File: src/rtl/sha256_pkg.sv
// Shared constants and types for the SHA256 digest egress path.
// The optional SHA256_HEX_UPPERCASE_EN macro (see sha256_nibble_to_ascii)
// selects 'A'-'F' instead of 'a'-'f' for hex letters.
package sha256_pkg;

  localparam int unsigned DEFAULT_DIGEST_BITS = 256;

  localparam logic [7:0] ASCII_0  = 8'h30;
  localparam logic [7:0] ASCII_LA = 8'h61;
  localparam logic [7:0] ASCII_UA = 8'h41;
  localparam logic [7:0] ASCII_LF = 8'h0A;

  typedef enum logic [1:0] {
    ST_IDLE = 2'd0,
    ST_HEX  = 2'd1,
    ST_TERM = 2'd2
  } ser_state_e;

endpackage

File: src/rtl/sha256_nibble_to_ascii.sv
// Combinational 4-bit value to ASCII hex digit.
// SHA256_HEX_UPPERCASE_EN defined: letters 'A'-'F'; undefined: 'a'-'f'.
module sha256_nibble_to_ascii
  import sha256_pkg::*;
(
  input  logic [3:0] nibble,
  output logic [7:0] ascii
);

`ifdef SHA256_HEX_UPPERCASE_EN
  localparam logic [7:0] LETTER_BASE = ASCII_UA;
`else
  localparam logic [7:0] LETTER_BASE = ASCII_LA;
`endif

  logic [3:0] letter_ofs;

  assign letter_ofs = nibble - 4'd10;

  // Digits 0-9 map from '0'; values 10-15 map from the letter base.
  always_comb begin
    // NOTE: every combinational output gets a default first so no path leaves it unassigned (no latch).
    ascii = ASCII_0 + {4'h0, nibble};
    if (nibble > 4'd9) begin
      ascii = LETTER_BASE + {4'h0, letter_ofs};
    end
  end

endmodule

File: src/rtl/sha256_hex_serializer.sv
// Serializes a captured digest as ASCII hex (MSB nibble first) on a
// valid/ready byte stream, optionally followed by a terminator byte.
// Letter case follows SHA256_HEX_UPPERCASE_EN (handled in sha256_nibble_to_ascii).
module sha256_hex_serializer
  import sha256_pkg::*;
#(
  parameter int unsigned DIGEST_BITS = DEFAULT_DIGEST_BITS,
  parameter bit          APPEND_TERM = 1'b1,
  parameter logic [7:0]  TERM_CHAR   = ASCII_LF
) (
  input  logic                   clk,
  input  logic                   rst,
  input  logic                   done,
  input  logic [DIGEST_BITS-1:0] result,
  input  logic                   out_ready,
  output logic                   out_valid,
  output logic [7:0]             out_data,
  output logic                   busy,
  output logic                   overrun
);

  localparam int unsigned NIBBLES = DIGEST_BITS / 4;
  localparam int unsigned CNT_W   = (NIBBLES > 1) ? $clog2(NIBBLES) : 1;

  ser_state_e             state;
  ser_state_e             next_state;
  logic                   done_d;
  logic                   start;
  logic                   fire;
  logic                   load;
  logic                   shift;
  logic [DIGEST_BITS-1:0] shreg;
  logic [CNT_W-1:0]       cnt;
  logic [7:0]             hex_char;

  assign start = done & ~done_d;
  assign fire  = out_valid & out_ready;

  sha256_nibble_to_ascii u_n2a (
    .nibble (shreg[DIGEST_BITS-1 -: 4]),
    .ascii  (hex_char)
  );

  // State register, done edge detector and sticky overrun flag.
  always_ff @(posedge clk or posedge rst) begin
    if (rst) begin
      state   <= ST_IDLE;
      done_d  <= 1'b0;
      overrun <= 1'b0;
    end else begin
      // NOTE: sequential state uses non-blocking assignments so every register samples pre-edge values.
      state  <= next_state;
      done_d <= done;
      if (start && busy) begin
        overrun <= 1'b1;
      end
    end
  end

  // Digest shift register and remaining-nibble counter.
  always_ff @(posedge clk or posedge rst) begin
    if (rst) begin
      // NOTE: the shift register is cleared on reset so a fresh frame never exposes stale digest bits.
      shreg <= '0;
      cnt   <= '0;
    end else if (load) begin
      shreg <= result;
      cnt   <= CNT_W'(NIBBLES - 1);
    end else if (shift) begin
      shreg <= {shreg[DIGEST_BITS-5:0], 4'h0};
      cnt   <= cnt - CNT_W'(1);
    end
  end

  // Next-state logic and stream outputs; a start outside IDLE is ignored.
  always_comb begin
    next_state = state;
    load       = 1'b0;
    shift      = 1'b0;
    out_valid  = 1'b0;
    out_data   = 8'h00;
    busy       = 1'b0;
    unique case (state)
      ST_IDLE: begin
        if (start) begin
          load       = 1'b1;
          next_state = ST_HEX;
        end
      end
      ST_HEX: begin
        out_valid = 1'b1;
        busy      = 1'b1;
        out_data  = hex_char;
        if (fire) begin
          shift = 1'b1;
          if (cnt == '0) begin
            next_state = APPEND_TERM ? ST_TERM : ST_IDLE;
          end
        end
      end
      ST_TERM: begin
        out_valid = 1'b1;
        busy      = 1'b1;
        out_data  = TERM_CHAR;
        if (fire) begin
          next_state = ST_IDLE;
        end
      end
      default: next_state = ST_IDLE;
    endcase
  end

endmodule

File: config.mk
export PLATFORM = sky130hd
export DESIGN_NAME = sha256_hex_serializer
export DESIGN_NICKNAME = d
export VERILOG_FILES = /design/src/rtl/sha256_pkg.sv /design/src/rtl/sha256_nibble_to_ascii.sv /design/src/rtl/sha256_hex_serializer.sv
export SDC_FILE = /design/constraint.sdc
export NUM_CORES = 1
export LEC_CHECK = 0
export ABC_AREA = 1
export CAP_MARGIN = 20
export CORE_ASPECT_RATIO = 0.5
export CORE_MARGIN = 10
export CORE_UTILIZATION = 27
export DETAILED_ROUTE_END_ITERATION = 8
export HOLD_SLACK_MARGIN = 0.12
export SLEW_MARGIN = 20
export SYNTH_ARGS = -nofsm -noshare
export SYNTH_HDL_FRONTEND = slang
export SYNTH_SLANG_ARGS = --single-unit
export TNS_END_PERCENT = 20
File: constraint.sdc
create_clock -name clk -period 17.4 [get_ports clk]
set_clock_uncertainty 0.15 [all_clocks]
set_input_delay 1.74 -clock clk [delete_from_list [all_inputs] [get_ports clk]]
set_output_delay 1.74 -clock clk [all_outputs]
set_load 0.01 [all_outputs]
; ---- Yosys cells after proc, flatten, opt, wreduce, memory -nomap -nowiden
; Index checks and enable logic that the tools add are counted.
[op_classes]
n_addsub = 4
n_lt_le_gt_ge = 1
eq_ne = 6
n_mux = 16
bitwise_logic = 3
reduce_logical = 6
[op_table]
columns = op, n
row1 = two-way mux 256 bit, 2
row2 = one-hot mux 8 bit (2 select lines), 1
row3 = two-way mux 6 bit, 2
row4 = adder 7 x 4 -> 8 bit (first input constant), 1
row5 = two-way mux 2 bit, 4
row6 = two-way mux 8 bit, 1
row7 = != test 2 bit (second input constant), 4
row8 = adder 6 x 4 -> 7 bit (first input constant), 1
row9 = zero test 6 bit, 1
row10 = one-hot mux 2 bit (3 select lines), 1
row11 = subtractor 6 x 1 -> 6 bit (second input constant), 1
row12 = two-way mux 1 bit, 5
row13 = greater-than comparator 4 bit (second input constant), 1
row14 = AND reduction 4 bit, 1
row15 = subtractor 4 bit (second input constant), 1
row16 = bitwise AND 1 bit, 2
row17 = == test 2 x 1 -> 1 bit (second input constant), 1
row18 = == test 2 bit (second input constant), 1
row19 = zero test 2 bit, 1
row20 = nonzero test 2 bit, 1
row21 = OR reduction 2 bit, 1
row22 = logical AND 1 bit, 1
row23 = NOT 1 bit, 1
[totals]
ff_bits = 266
in_bits = 260
output_inout_bits = 11
wordCells = 41

; ---- Logic depth before layout (Yosys ltp)
[depth]
word_depth = 8
depth_mapped = 11
mapped_depth_nobuf = 9

; ---- By module
; A second synthesis with hierarchy kept.
[hier_totals]
cells_unflattened = 1473
hier_area_um2 = 12059.1
[by_module_without_submodules]
columns = mod, n_inst, cells_each, area_each_um2, seq_area_each_um2
row1 = sha256_hex_serializer, 1, 1435, 11856.4, 6656.4
row2 = sha256_nibble_to_ascii, 1, 38, 202.7, 0.0

; ---- Worst setup path after synthesis
; OpenSTA, ideal clock, no wires.
[synth_path]
path_kind = register to output
from = register shreg[252]
to = output port out_data[2]
arrival_ps = 1375
required_ps = 15510
path_slack_ps = 14135
path_stages_with_launch = 8
cell_sequence = dfrtp_1 -> inv_1 -> ha_1 -> o21ai_0 -> nand2_1 -> nand2_1 -> nand2_1 -> a21oi_1
[synth_between]
elab_chain_len = 4
elab_cells_between_ends = 6
[synth_rtl]
columns = element, line_no
row1 = from (decl), sha256_hex_serializer.sv:32  ; logic [DIGEST_BITS-1:0] shreg;
row2 = from (signal assigned), sha256_hex_serializer.sv:67  ; shreg <= result;
row3 = from (signal assigned), sha256_hex_serializer.sv:70  ; shreg <= {shreg[DIGEST_BITS-5:0], 4'h0};
row4 = subtractor 4 bit, sha256_nibble_to_ascii.sv:18  ; assign letter_ofs = nibble - 4'd10;
row5 = adder 7 x 4 -> 8 bit, sha256_nibble_to_ascii.sv:25  ; ascii = LETTER_BASE + {4'h0, letter_ofs};
row6 = two-way mux 8 bit (*), sha256_nibble_to_ascii.sv:24  ; if (nibble > 4'd9) begin
row7 = one-hot mux 8 bit (2 select lines) (*), sha256_hex_serializer.sv:83  ; unique case (state)
row8 = to (decl), sha256_hex_serializer.sv:17  ; output logic [7:0] out_data,
; Every way passes the cells marked *; elsewhere a longest branch is shown, timed or not.

; ---- Worst setup path in the final report
[layout_path]
from = input port done
to = register shreg[138]
[layout_between]
elab_chain_len = 4
elab_cells_between_ends = 5
[layout_rtl]
columns = element, line_no
row1 = from (decl), sha256_hex_serializer.sv:13  ; input logic done,
row2 = bitwise AND 1 bit (*), sha256_hex_serializer.sv:36  ; assign start = done & ~done_d;
row3 = two-way mux 1 bit (*), sha256_hex_serializer.sv:85  ; if (start) begin
row4 = two-way mux 1 bit (*), sha256_hex_serializer.sv:83
row5 = two-way mux 256 bit / nonzero test 2 bit (equally long branches), --
; Marked as above.
; A chain may end at the register's enable or synchronous reset.

==> impl_metrics.py <==
metrics = {
    "clock_tree": {
        "root_buffer_master": "sky130_fd_sc_hd__clkbuf_16",
        "cts.reportedPaths.clkPinSlew_ns": 0.06,
        "max-clock-path-buffers": 3,
        "cts_resized": 0,
        "postCtsSetupRepairBufs": 0,
        "post_cts_hold_buffer_count": 0,
        "clock_insertion_delay_worst_skew_ns": 0.56,
        "cts_tree": "yes",
        "cts.htree.levels": 1,
        "cts-buffers-inserted": 29,
        "clkSinkCount": 266,
    },
    "finish": {
        "finalCoreUtilization_pct": 34.54,
        "final_area_um2": 18780,
        "stdcell_count": 2475,
        "drive_above_1_share_pct": 26.96,
        "sequential_cell_area_um2": 6656,
        "finalNetCount": 1974,
        "multi_input_area_um2": 6391,
        "nFillCells": 5560,
        "area_growth_syn_to_layout_pct": 25.05,
    },
    "worst_setup_path": {
        "r2r_cells": 8,
        "setup.worst_path.start_class": "primary input",
        "ff2ff_setup_slack_ns": 12.73,
        "critPathArrivalTime_ns": 6.09,
        "worstSetupPathType": "in -> reg",
        "cp_max_fo": 188,
        "critPathCaptureType": "flop",
        "critical_path_required_time_ns": 17.71,
    },
    "detailed_routing": {
        "vias_per_cell": 4.279,
        "first_iteration_detailed_routing_drc_count": 805,
        "post_drt_wl_per_cell_um": 15.28,
        "drt-pass1-iter-count": 4,
        "routed-via-count": 10591,
        "drt_wl_total_um": 37820,
        "drc": 0,
        "antenna_left": 0,
    },
    "yosys": {
        "share_of_synthesized_registers_carrying_an_async_set_or_reset_pct": 100.0,
        "netlist.area_leader.share_pct": 44.33,
        "syn_area_um2": 15010,
        "yosys_warnings": 0,
        "sequential_area_share_after_synthesis_pct": 44.33,
        "ys_top_cells_by_count": "sky130_fd_sc_hd__nand2_1 (300), sky130_fd_sc_hd__dfrtp_1 (266), sky130_fd_sc_hd__inv_1 (266), sky130_fd_sc_hd__o211ai_2 (200), sky130_fd_sc_hd__o21ai_2 (200)",
        "ys_ff_latch": 266,
        "synthMostInstantiatedCell": "sky130_fd_sc_hd__nand2_1",
        "synth_cells": 1511,
        "post_synth_num_cell_types": 28,
        "ys_top_cells_by_area": "sky130_fd_sc_hd__dfrtp_1 (44%), sky130_fd_sc_hd__o211ai_2 (17%), sky130_fd_sc_hd__o21ai_2 (12%)",
        "number_of_synthesized_flops_with_an_enable_pin": 0,
        "synth_area_per_cell_um2": 9.937,
        "synth_top_flop_cell": "sky130_fd_sc_hd__dfrtp_1",
        "post-synth-top-area-cell": "sky130_fd_sc_hd__dfrtp_1",
        "synth_fp_nets": 1780,
    },
    "global_routing": {
        "antenna_found_initial": 6,
        "grt_pass1_vias": 10617,
        "grt.total_usage_pct": 11.10,
        "grt_first_pass_wirelength_um": 60040,
        "grt_start_max_net_pins": 193,
        "grt_overflow": 0,
    },
    "die": {
        "fp.coreArea_um2": 54350,
        "die-height_um": 186.7,
        "rows": 60,
        "dieArea_um2": 66010,
        "floorplan.initialDensity_pct": 27.62,
        "io_pins": 271,
        "die_width_um": 353.5,
    },
    "pwr": {
        "static-leakage-power_nw": 8.944,
        "p_sw_mw": 1.093,
        "power.switching_fraction_pct": 38.51,
        "pwr-share-seq_pct": 33.9,
        "max-vdd-ir-drop_mv": 0.1076,
        "p_int_mw": 1.745,
        "power_density_nw_per_um2": 151.1,
        "power.combinational.fraction_pct": 44.0,
        "power.clock.fraction_pct": 22.1,
    },
    "place": {
        "hpwlAfterDp_um": 26740,
        "place.gp.congestion": 0.7504,
        "port_buffers": 269,
        "place_area_um2": 17790,
        "place.detailed.instances": 2418,
    },
    "timing": {
        "timing_max_transition_violations_final": 0,
        "timing.final.crit_period_ns": 5.774,
        "max_freq_mhz": 173.2,
        "fin_setup_tns_ns": 0,
        "setup_repair_after_global_routing_missed_its_margin": "false",
        "final-setup-viol-count": 0,
        "hold_viol_final": 0,
        "fin_crit_sh_pct": 33.19,
        "holdWs_ns": 0.3144,
        "timing_worst_slew_pin_value_ns": 1.119,
        "worst_slew_margin_rel_pct": 25.41,
    },
    "worst_hold_path": {
        "min-delay-path-class": "reg -> reg",
        "timing.hold.worst_path_depth": 1,
    },
    "run": {
        "cap_violations": 0,
    },
    "outcome": {
        "status": "finished clean",
    },
}
-- power groups by stage --
| stage | Combinational, mW | Clock [mW] | Sequential, mW |
|---|---|---|---|
| global route | 1.42 | 0.670 | 0.986 |
| detailed placement | 1.26 | 0 | 0.973 |
| floorplan | 1.12 | 0 | 0.957 |
| finish | 1.25 | 0.627 | 0.962 |
| CTS | 1.27 | 0.646 | 0.962 |
| global placement | 1.24 | 0 | 0.967 |
-- layout by cell type (no fill, tap or decap) --
cell type and instances:
sky130_fd_sc_hd__buf_6 1, sky130_fd_sc_hd__a21oi_1 5, sky130_fd_sc_hd__clkbuf_1 4, sky130_fd_sc_hd__xor2_1 1
sky130_fd_sc_hd__o21ai_0 10, sky130_fd_sc_hd__nor2_1 11, sky130_fd_sc_hd__inv_8 1, sky130_fd_sc_hd__inv_1 265
sky130_fd_sc_hd__nand3_4 1, sky130_fd_sc_hd__o21ai_2 200, sky130_fd_sc_hd__buf_12 2, sky130_fd_sc_hd__o211ai_2 200
sky130_fd_sc_hd__nand2_2 2, sky130_fd_sc_hd__clkdlybuf4s50_1 269, sky130_fd_sc_hd__inv_6 1, sky130_fd_sc_hd__buf_4 7
sky130_fd_sc_hd__nand3_1 14, sky130_fd_sc_hd__clkbuf_8 12, sky130_fd_sc_hd__o21ai_1 55, sky130_fd_sc_hd__nand2_8 1
sky130_fd_sc_hd__clkinvlp_4 1, sky130_fd_sc_hd__a31o_2 1, sky130_fd_sc_hd__ha_1 9, sky130_fd_sc_hd__bufinv_16 1
sky130_fd_sc_hd__clkinv_1 1, sky130_fd_sc_hd__o211ai_1 45, sky130_fd_sc_hd__nand4_1 2, sky130_fd_sc_hd__nand2_1 300
sky130_fd_sc_hd__clkinv_2 4, sky130_fd_sc_hd__dfrtp_1 266, sky130_fd_sc_hd__conb_1 1, sky130_fd_sc_hd__o21bai_1 1
sky130_fd_sc_hd__clkbuf_16 29, sky130_fd_sc_hd__inv_2 1, sky130_fd_sc_hd__diode_2 6, sky130_fd_sc_hd__nor3b_1 1
-- worst max-delay path, stage by stage --
cell	delay, ns
sky130_fd_sc_hd__clkdlybuf4s50_1	0.62
sky130_fd_sc_hd__nand3_4	0.56
sky130_fd_sc_hd__nand2_8	1.05
sky130_fd_sc_hd__buf_4	0.78
sky130_fd_sc_hd__buf_12	0.74
sky130_fd_sc_hd__o211ai_2	0.22
sky130_fd_sc_hd__o21ai_2	0.11
-- logic make-up after synthesis --
family | after synthesis | share of synthesized area (%)
flip-flops | 266 | 44.33
adder cells (fa/ha/maj) | 9 | 0.7500
buffers and inverters | 385 | 13.24
XOR/XNOR | 1 | 0.05834
AND/OR/NAND/NOR | 332 | 8.567
other | 1 | 0.02498
AO/OA/AOI/OAI | 517 | 33.02
-- path summary, 6_finish.rpt --
| check | start | end |
|---|---|---|
| worst min register to register | overrun | overrun |
| max in group asynchronous | rst | shreg[114] |
| min in group asynchronous | rst | shreg[197] |
| worst min-delay path | overrun | overrun |
| worst max register to register | state[0] | shreg[138] |
| worst max-delay path | done | shreg[138] |
-- routing by layer --
| metal | vias to the layer above | track usage, % | routed length [µm] |
|---|---|---|---|
| met1 | 5011 | 12.12 | 14590 |
| met5 | - | 0 | 0 |
| met3 | 49 | 1.445 | 652 |
| met4 | 0 | 3.017 | 833 |
| li1 | 5457 | - | - |
| met2 | 74 | 22.02 | 21740 |
-- per-stage QoR --
stage          setup slack, ns  total power [mW]
6_report                 11.63             2.837
5_1_grt                  11.25             3.076
4_1_cts                  11.44             2.878
3_5_place_dp             10.86             2.238
3_3_place_gp             10.91             2.209
2_1_floorplan            8.185             2.082
-- state kept, by name, indices dropped and copies added (netlist names) --
| name | flops |
|---|---|
| cnt | 6 |
| shreg | 256 |
| done_d | 1 |
| state | 2 |
| overrun | 1 |
-- final cells by class --
| cell class | instances | area share (%) |
|---|---|---|
| multi-input cells | 860 | 34.04 |
| clock inverters | 6 | 0.3265 |
| repair buffers | 279 | 14.89 |
| clock buffers | 45 | 4.825 |
| diodes | 6 | 0.07997 |
| inverters | 269 | 5.425 |
| well taps | 744 | 4.958 |
| flip-flops and latches | 266 | 35.45 |
No activity file was read; power rests on OpenSTA's default activity.
